### src/rtl/db_mem_ctrl_pkg.sv
// Shared codes for the CPU data-bus controller: access types, access lengths,
// bus error codes and the controller FSM states.
package db_mem_ctrl_pkg;

  typedef enum logic [1:0] {
    ACC_NONE = 2'd0,
    ACC_R    = 2'd1,
    ACC_W    = 2'd2,
    ACC_X    = 2'd3
  } mem_access_e;

  typedef enum logic [1:0] {
    LEN_B = 2'd0,
    LEN_H = 2'd1,
    LEN_W = 2'd2
  } mem_len_e;

  typedef enum logic [1:0] {
    BUS_ERR_NONE    = 2'd0,
    BUS_ERR_ALIGN   = 2'd1,
    BUS_ERR_TIMEOUT = 2'd2
  } bus_err_e;

  typedef enum logic [1:0] {
    ST_IDLE = 2'd0,
    ST_REQ  = 2'd1,
    ST_DONE = 2'd2,
    ST_ERR  = 2'd3
  } state_e;

  localparam int unsigned BUS_TIMEOUT = 255;

  // The unused length code 3 is treated like a word access.
  function automatic logic is_misaligned(input mem_len_e len, input logic [1:0] offset);
    case (len)
      LEN_B:   return 1'b0;
      LEN_H:   return offset[0];
      default: return offset != 2'b00;
    endcase
  endfunction

endpackage

### src/rtl/db_mem_ctrl_if.sv
// CPU-side data bus (master = CPU) and memory-side bus (master = controller).
interface db_bus_if #(
  parameter int unsigned ADDR_W = 32
) ();
  import db_mem_ctrl_pkg::*;

  logic [ADDR_W-1:0] db_addr;
  mem_access_e       db_accessType;
  mem_len_e          db_memLen;
  logic [31:0]       db_dataOut;
  logic [31:0]       db_dataIn;
  logic              db_ready;
  logic              db_busErr;
  bus_err_e          db_errCode;

  modport master (
    output db_addr, db_accessType, db_memLen, db_dataOut,
    input  db_dataIn, db_ready, db_busErr, db_errCode
  );

  modport slave (
    input  db_addr, db_accessType, db_memLen, db_dataOut,
    output db_dataIn, db_ready, db_busErr, db_errCode
  );
endinterface

interface mem_bus_if #(
  parameter int unsigned ADDR_W = 32
) ();
  logic              mem_req;
  logic              mem_we;
  logic [ADDR_W-3:0] mem_addr;
  logic [3:0]        mem_be;
  logic [31:0]       mem_wdata;
  logic [31:0]       mem_rdata;
  logic              mem_ack;

  modport master (
    output mem_req, mem_we, mem_addr, mem_be, mem_wdata,
    input  mem_rdata, mem_ack
  );

  modport slave (
    input  mem_req, mem_we, mem_addr, mem_be, mem_wdata,
    output mem_rdata, mem_ack
  );
endinterface

### src/rtl/db_mem_ctrl_bus_lane_align.sv
// Little-endian lane steering between right-aligned CPU data and a 32-bit
// memory word: byte enables, write replication, read extraction, alignment.
module bus_lane_align
  import db_mem_ctrl_pkg::*;
(
  input  mem_len_e    len,
  input  logic [1:0]  offset,
  input  logic [31:0] wdata,
  input  logic [31:0] rdata,
  output logic [3:0]  be,
  output logic [31:0] wdata_rep,
  output logic [31:0] rdata_aligned,
  output logic        misaligned
);
  logic [31:0] rdata_b;
  logic [31:0] rdata_h;

  assign rdata_b    = rdata >> {offset, 3'b000};
  assign rdata_h    = rdata >> {offset[1], 4'b0000};
  assign misaligned = is_misaligned(len, offset);

  always_comb begin
    be            = 4'b1111;
    wdata_rep     = wdata;
    rdata_aligned = rdata;
    case (len)
      LEN_B: begin
        be            = 4'b0001 << offset;
        wdata_rep     = {4{wdata[7:0]}};
        rdata_aligned = {24'b0, rdata_b[7:0]};
      end
      LEN_H: begin
        be            = offset[1] ? 4'b1100 : 4'b0011;
        wdata_rep     = {2{wdata[15:0]}};
        rdata_aligned = {16'b0, rdata_h[15:0]};
      end
      default: ;
    endcase
  end

endmodule

### src/rtl/db_mem_ctrl.sv
// CPU data-bus to word-addressed memory controller: one memory transaction per
// CPU access, with alignment and timeout failures returned as bus errors.
module db_mem_ctrl
  import db_mem_ctrl_pkg::*;
#(
  parameter int unsigned TIMEOUT = BUS_TIMEOUT,
  parameter int unsigned ADDR_W  = 32
) (
  input  logic      clk,
  input  logic      res,
  db_bus_if.slave   db,
  mem_bus_if.master mem
);
  localparam int unsigned      CNT_W    = $clog2(TIMEOUT + 1);
  localparam logic [CNT_W-1:0] CNT_LAST = CNT_W'(TIMEOUT - 1);

  state_e            state_q, state_d;
  logic [CNT_W-1:0]  cnt_q, cnt_d;
  bus_err_e          err_q, err_d;
  logic              mem_req_q, mem_req_d;
  logic              mem_we_q, mem_we_d;
  logic [ADDR_W-3:0] mem_addr_q, mem_addr_d;
  logic [3:0]        mem_be_q, mem_be_d;
  logic [31:0]       mem_wdata_q, mem_wdata_d;
  logic              ready_q, ready_d;
  logic              bus_err_q, bus_err_d;
  bus_err_e          err_code_q, err_code_d;
  logic [31:0]       data_in_q, data_in_d;
  mem_len_e          len_q, len_d;
  logic [1:0]        off_q, off_d;
  logic [31:0]       rdata_q, rdata_d;

  mem_len_e    lane_len;
  logic [1:0]  lane_off;
  logic [3:0]  lane_be;
  logic [31:0] lane_wdata;
  logic [31:0] lane_rdata;
  logic        lane_misaligned;

  // In IDLE the lanes decode the live request; afterwards the latched one.
  assign lane_len = (state_q == ST_IDLE) ? db.db_memLen    : len_q;
  assign lane_off = (state_q == ST_IDLE) ? db.db_addr[1:0] : off_q;

  bus_lane_align u_lane (
    .len           (lane_len),
    .offset        (lane_off),
    .wdata         (db.db_dataOut),
    .rdata         (mem.mem_rdata),
    .be            (lane_be),
    .wdata_rep     (lane_wdata),
    .rdata_aligned (lane_rdata),
    .misaligned    (lane_misaligned)
  );

  always_comb begin
    state_d     = state_q;
    cnt_d       = cnt_q;
    err_d       = err_q;
    mem_req_d   = mem_req_q;
    mem_we_d    = mem_we_q;
    mem_addr_d  = mem_addr_q;
    mem_be_d    = mem_be_q;
    mem_wdata_d = mem_wdata_q;
    ready_d     = 1'b0;
    bus_err_d   = 1'b0;
    err_code_d  = BUS_ERR_NONE;
    data_in_d   = data_in_q;
    len_d       = len_q;
    off_d       = off_q;
    rdata_d     = rdata_q;

    case (state_q)
      ST_IDLE: begin
        if (db.db_accessType != ACC_NONE) begin
          if (lane_misaligned) begin
            state_d = ST_ERR;
            err_d   = BUS_ERR_ALIGN;
          end else begin
            state_d     = ST_REQ;
            cnt_d       = '0;
            mem_req_d   = 1'b1;
            mem_we_d    = (db.db_accessType == ACC_W);
            mem_addr_d  = db.db_addr[ADDR_W-1:2];
            mem_be_d    = lane_be;
            mem_wdata_d = lane_wdata;
            len_d       = db.db_memLen;
            off_d       = db.db_addr[1:0];
          end
        end
      end
      ST_REQ: begin
        // An ack arriving on the expiry cycle still completes normally.
        if (mem.mem_ack) begin
          rdata_d   = lane_rdata;
          mem_req_d = 1'b0;
          mem_we_d  = 1'b0;
          state_d   = ST_DONE;
        end else if (cnt_q == CNT_LAST) begin
          mem_req_d = 1'b0;
          mem_we_d  = 1'b0;
          err_d     = BUS_ERR_TIMEOUT;
          state_d   = ST_ERR;
        end else begin
          cnt_d = cnt_q + CNT_W'(1);
        end
      end
      ST_DONE: begin
        ready_d   = 1'b1;
        data_in_d = rdata_q;
        state_d   = ST_IDLE;
      end
      ST_ERR: begin
        ready_d    = 1'b1;
        bus_err_d  = 1'b1;
        err_code_d = err_q;
        data_in_d  = '0;
        state_d    = ST_IDLE;
      end
      default: state_d = ST_IDLE;
    endcase
  end

  always_ff @(posedge clk) begin
    if (res) begin
      state_q     <= ST_IDLE;
      cnt_q       <= '0;
      err_q       <= BUS_ERR_NONE;
      mem_req_q   <= 1'b0;
      mem_we_q    <= 1'b0;
      mem_addr_q  <= '0;
      mem_be_q    <= '0;
      mem_wdata_q <= '0;
      ready_q     <= 1'b0;
      bus_err_q   <= 1'b0;
      err_code_q  <= BUS_ERR_NONE;
      data_in_q   <= '0;
    end else begin
      state_q     <= state_d;
      cnt_q       <= cnt_d;
      err_q       <= err_d;
      mem_req_q   <= mem_req_d;
      mem_we_q    <= mem_we_d;
      mem_addr_q  <= mem_addr_d;
      mem_be_q    <= mem_be_d;
      mem_wdata_q <= mem_wdata_d;
      ready_q     <= ready_d;
      bus_err_q   <= bus_err_d;
      err_code_q  <= err_code_d;
      data_in_q   <= data_in_d;
    end
  end

  always_ff @(posedge clk) begin
    len_q   <= len_d;
    off_q   <= off_d;
    rdata_q <= rdata_d;
  end

  assign mem.mem_req    = mem_req_q;
  assign mem.mem_we     = mem_we_q;
  assign mem.mem_addr   = mem_addr_q;
  assign mem.mem_be     = mem_be_q;
  assign mem.mem_wdata  = mem_wdata_q;
  assign db.db_ready    = ready_q;
  assign db.db_busErr   = bus_err_q;
  assign db.db_errCode  = err_code_q;
  assign db.db_dataIn   = data_in_q;

endmodule
### src/flat_wrapper.sv
// flat-port wrapper written by rule: the top's interface ports become plain ports
module db_mem_ctrl_flat import db_mem_ctrl_pkg::*;
#(
  parameter int unsigned TIMEOUT = BUS_TIMEOUT,
  parameter int unsigned ADDR_W  = 32
)
  (clk, res, db_db_addr, db_db_accessType, db_db_memLen, db_db_dataOut, db_db_dataIn, db_db_ready, db_db_busErr, db_db_errCode, mem_mem_req, mem_mem_we, mem_mem_addr, mem_mem_be, mem_mem_wdata, mem_mem_rdata, mem_mem_ack);
  db_bus_if #(.ADDR_W(ADDR_W)) db_i ();
  mem_bus_if #(.ADDR_W(ADDR_W)) mem_i ();
  input  logic clk;
  input  logic res;
  input wire logic [$bits(db_i.db_addr)-1:0] db_db_addr;
  input wire logic [$bits(db_i.db_accessType)-1:0] db_db_accessType;
  input wire logic [$bits(db_i.db_memLen)-1:0] db_db_memLen;
  input wire logic [$bits(db_i.db_dataOut)-1:0] db_db_dataOut;
  output wire logic [$bits(db_i.db_dataIn)-1:0] db_db_dataIn;
  output wire logic [$bits(db_i.db_ready)-1:0] db_db_ready;
  output wire logic [$bits(db_i.db_busErr)-1:0] db_db_busErr;
  output wire logic [$bits(db_i.db_errCode)-1:0] db_db_errCode;
  output wire logic [$bits(mem_i.mem_req)-1:0] mem_mem_req;
  output wire logic [$bits(mem_i.mem_we)-1:0] mem_mem_we;
  output wire logic [$bits(mem_i.mem_addr)-1:0] mem_mem_addr;
  output wire logic [$bits(mem_i.mem_be)-1:0] mem_mem_be;
  output wire logic [$bits(mem_i.mem_wdata)-1:0] mem_mem_wdata;
  input wire logic [$bits(mem_i.mem_rdata)-1:0] mem_mem_rdata;
  input wire logic [$bits(mem_i.mem_ack)-1:0] mem_mem_ack;
  assign db_i.db_addr = db_db_addr;
  assign db_i.db_accessType = db_db_accessType;
  assign db_i.db_memLen = db_db_memLen;
  assign db_i.db_dataOut = db_db_dataOut;
  assign db_db_dataIn = db_i.db_dataIn;
  assign db_db_ready = db_i.db_ready;
  assign db_db_busErr = db_i.db_busErr;
  assign db_db_errCode = db_i.db_errCode;
  assign mem_mem_req = mem_i.mem_req;
  assign mem_mem_we = mem_i.mem_we;
  assign mem_mem_addr = mem_i.mem_addr;
  assign mem_mem_be = mem_i.mem_be;
  assign mem_mem_wdata = mem_i.mem_wdata;
  assign mem_i.mem_rdata = mem_mem_rdata;
  assign mem_i.mem_ack = mem_mem_ack;
  db_mem_ctrl #(.TIMEOUT(TIMEOUT), .ADDR_W(ADDR_W)) u_core (.clk(clk), .res(res), .db(db_i), .mem(mem_i));
endmodule
### config.mk
export PLATFORM = sky130hd
export DESIGN_NAME = db_mem_ctrl_flat
export DESIGN_NICKNAME = d
export VERILOG_FILES = /design/src/rtl/db_mem_ctrl_pkg.sv /design/src/rtl/db_mem_ctrl_if.sv /design/src/rtl/db_mem_ctrl_bus_lane_align.sv /design/src/rtl/db_mem_ctrl.sv /design/src/flat_wrapper.sv
export SDC_FILE = /design/constraint.sdc
export NUM_CORES = 1
export LEC_CHECK = 0
export ABC_AREA = 0
export CAP_MARGIN = 5
export CORE_MARGIN = 4
export CORE_UTILIZATION = 48
export CTS_BUF_LIST = sky130_fd_sc_hd__clkbuf_4
export CTS_CLUSTER_SIZE = 16
export DETAILED_ROUTE_END_ITERATION = 8
export MAX_ROUTING_LAYER = met4
export PLACE_DENSITY = 0.83
export SETUP_SLACK_MARGIN = 0.2
export SLEW_MARGIN = 40
export SYNTH_ARGS = -nofsm -noshare
export SYNTH_HDL_FRONTEND = slang
export SYNTH_SLANG_ARGS = --single-unit
### constraint.sdc
create_clock -name clk -period 3.4 [get_ports clk]
set_input_delay 0.34 -clock clk [delete_from_list [all_inputs] [get_ports clk]]
set_output_delay 0.34 -clock clk [all_outputs]
set_load 0.02 [all_outputs]
==> out/results.tsv <==
metric	value	unit
outcome	completed	
yosysTopAreaCellShare	36.9	%
setup_viol	0	
n_fill_cell	1030	
cts_inserted_buffers	17	
cts_tree	yes	
portBuffers	206	
layout.nets	1003	
yosysUniqueCellTypes	46	
finalHoldViolCount	0	
synth-seq-area-share	54.0	%
synth_edf_count	36	
setup-tns-final	0	ps
ys_ff_latch	152	
grt_antenna_before_repair	0	
fin_cells	1084	
crit_arrival	2970	ps
synthCells	708	
clkSlewWorstSetupHoldPaths	130	ps
remaining_drc_errors	0	
hpwl	13700	um
avgSynthCellArea	8.89	um2
post_drt_wl_per_cell	17.8	um
core-area	12700	um2
die_area	15000	um2
drv_cap	0	
numClockSinks	152	
leakagePower	3.19	nW
endpoint_kind	flip-flop	
gp_congestion	0.842	
synthesis.nets	813	
finalClockSkew	9.85	ps
final_cell_mix	clkdlybuf4s50_1, nand2_1, dfxtp_1	
peakVddDrop	268	uV
post_cts_buffers	0	
crit_fanout	16	
required	3760	ps
drive_above_1_share	5.82	%
tightestPinTransition	841	ps
final.min_clock_period	2610	ps
period_share	76.7	%
grt_overflow	0	
maxSlewViolCount	0	
grt_pass1_vias	5939	
layout_commonest_cell	clkdlybuf4s50_1	
powerDensity	490	nW/um2
synth.area.top_cells	dfxtp_1, edfxtp_1, nand2_1	
pin_count	207	
die_y	123	um
cp-start-kind	flip-flop	
track_usage	26.4	%
fmax	384	MHz
dp.cells	1051	
ys.flop_type	dfxtp_1	
clock_path_buffers	2	
initialDrtViolationCount	516	
synth_top_area_cell	dfxtp_1	
netlist_area	6300	um2
row_count	41	
clk_latency	540	ps
initial_core_util	49.5	%
ant_nets	0	
grt_pass1_wl	30000	um
cts_max_level	4	
async_flop_share	0	%
ys_warn_count	0	
drt-total-wl	19300	um
die_w	123	um
via_per_inst	5.58	
vias	6045	
path_class	reg2reg	
hold_class	in2reg	
synthToLayoutAreaGrowth	39.7	%
drt_first_pass_iters	7	
relSlewSlack	43.9	%
grt_max_degree	80	
cts_resized	0	
ctsRootBufferMaster	clkbuf_4	
rsz0062_at_grt	no	
ctsHoldBuffers	0	
report_power, final:
group,internal [mW],switching (mW)
logic,0.485,0.625
registers,2.00,0.0720
clock network,0.520,0.614
total,3.00,1.31
layer usage:
metal,up-vias,routed length [um],GRT usage (%)
met5,-,0,-
met1,2849,7630,31.9
met2,290,9360,42.6
li1,2878,-,-
met3,28,2040,8.25
met4,0,293,8.12
worst max-delay path, stage by stage, from the launching register on:
cell and delay [ps]:
dfxtp_1 670, or2_1 330, o21ai_2 110, or4_1 710, a311o_1 400, a22oi_1 210
sequential cells by signal, summed over array words and instances (netlist names), 4 cells and up:
| name | cells |
|---|---|
| u_core.mem.mem_addr | 30 |
| u_core.mem.mem_wdata | 32 |
| u_core.db.db_dataIn | 32 |
| u_core.rdata_q | 32 |
| u_core.cnt_q | 8 |
| u_core.mem.mem_be | 4 |
per-stage QoR:
stage               setup slack (ps)  cell area, um2  util, %  hold slack, ps  power (mW)
detailed placement               675            8510     66.9             449        3.21
global placement                 819            8510     66.9             441        3.17
finish                           793            8800     69.1             332        4.31
floorplan                        788            6300        -             439        2.71
global route                     644            8790     69.1             282        4.53
CTS                              828            8790     69.1             282        4.33
worst paths after layout:
check	start	endpoint	slack (ps)	depth (start not counted)
hold / removal	db_db_addr[29]	u_core.mem.mem_addr[27]	330	3
setup reg to reg	u_core.state_q[0]	u_core.rdata_q[2]	790	5
hold reg to reg	u_core.mem.mem_addr[11]	u_core.mem.mem_addr[11]	470	2
setup / recovery	u_core.state_q[0]	u_core.rdata_q[2]	790	5
cells by family after synthesis:
group	count (synthesis)	share of synthesized area (%)
DFF	152	54.0
adders and majority gates	2	0.397
and+or+nand+nor	303	21.5
muxes	2	0.338
buffers and inverters	55	3.44
AOI/OAI and AO/OA	194	20.3
synthesized netlist by cell type, types with 2 or more instances:
| master | instances |
|---|---|
| a211o_1 | 2 |
| a211oi_1 | 11 |
| a21oi_1 | 97 |
| a221oi_1 | 10 |
| a22o_1 | 8 |
| a22oi_1 | 9 |
| a311o_1 | 14 |
| a311oi_1 | 19 |
| and2_1 | 17 |
| and3_1 | 5 |
| buf_1 | 7 |
| buf_2 | 5 |
| clkbuf_1 | 36 |
| dfxtp_1 | 116 |
| edfxtp_1 | 36 |
| ha_1 | 2 |
| inv_1 | 5 |
| nand2_1 | 134 |
| nand2b_1 | 2 |
| nand3_1 | 5 |
| nand3b_1 | 4 |
| nor2_1 | 82 |
| nor2_2 | 2 |
| nor2b_1 | 35 |
| nor3_1 | 9 |
| o21a_1 | 4 |
| o21ai_0 | 5 |
| o21ai_1 | 6 |
| o21ai_2 | 2 |
| or3_1 | 2 |
| or4b_1 | 2 |
cell type report:
| class | count | area, um2 | area share, % |
|---|---|---|---|
| Antenna cell | 1 | 2.50 | 0.0284 |
| Clock buffer | 20 | 150 | 1.71 |
| Clock inverter | 12 | 133 | 1.51 |
| Inverter | 6 | 22.5 | 0.256 |
| Multi-Input combinational cell | 501 | 2690 | 30.6 |
| Sequential cell | 152 | 3400 | 38.7 |
| Tap cell | 172 | 215 | 2.45 |
| Timing Repair Buffer | 220 | 2180 | 24.7 |
No activity file was read; power rests on OpenSTA's default activity.
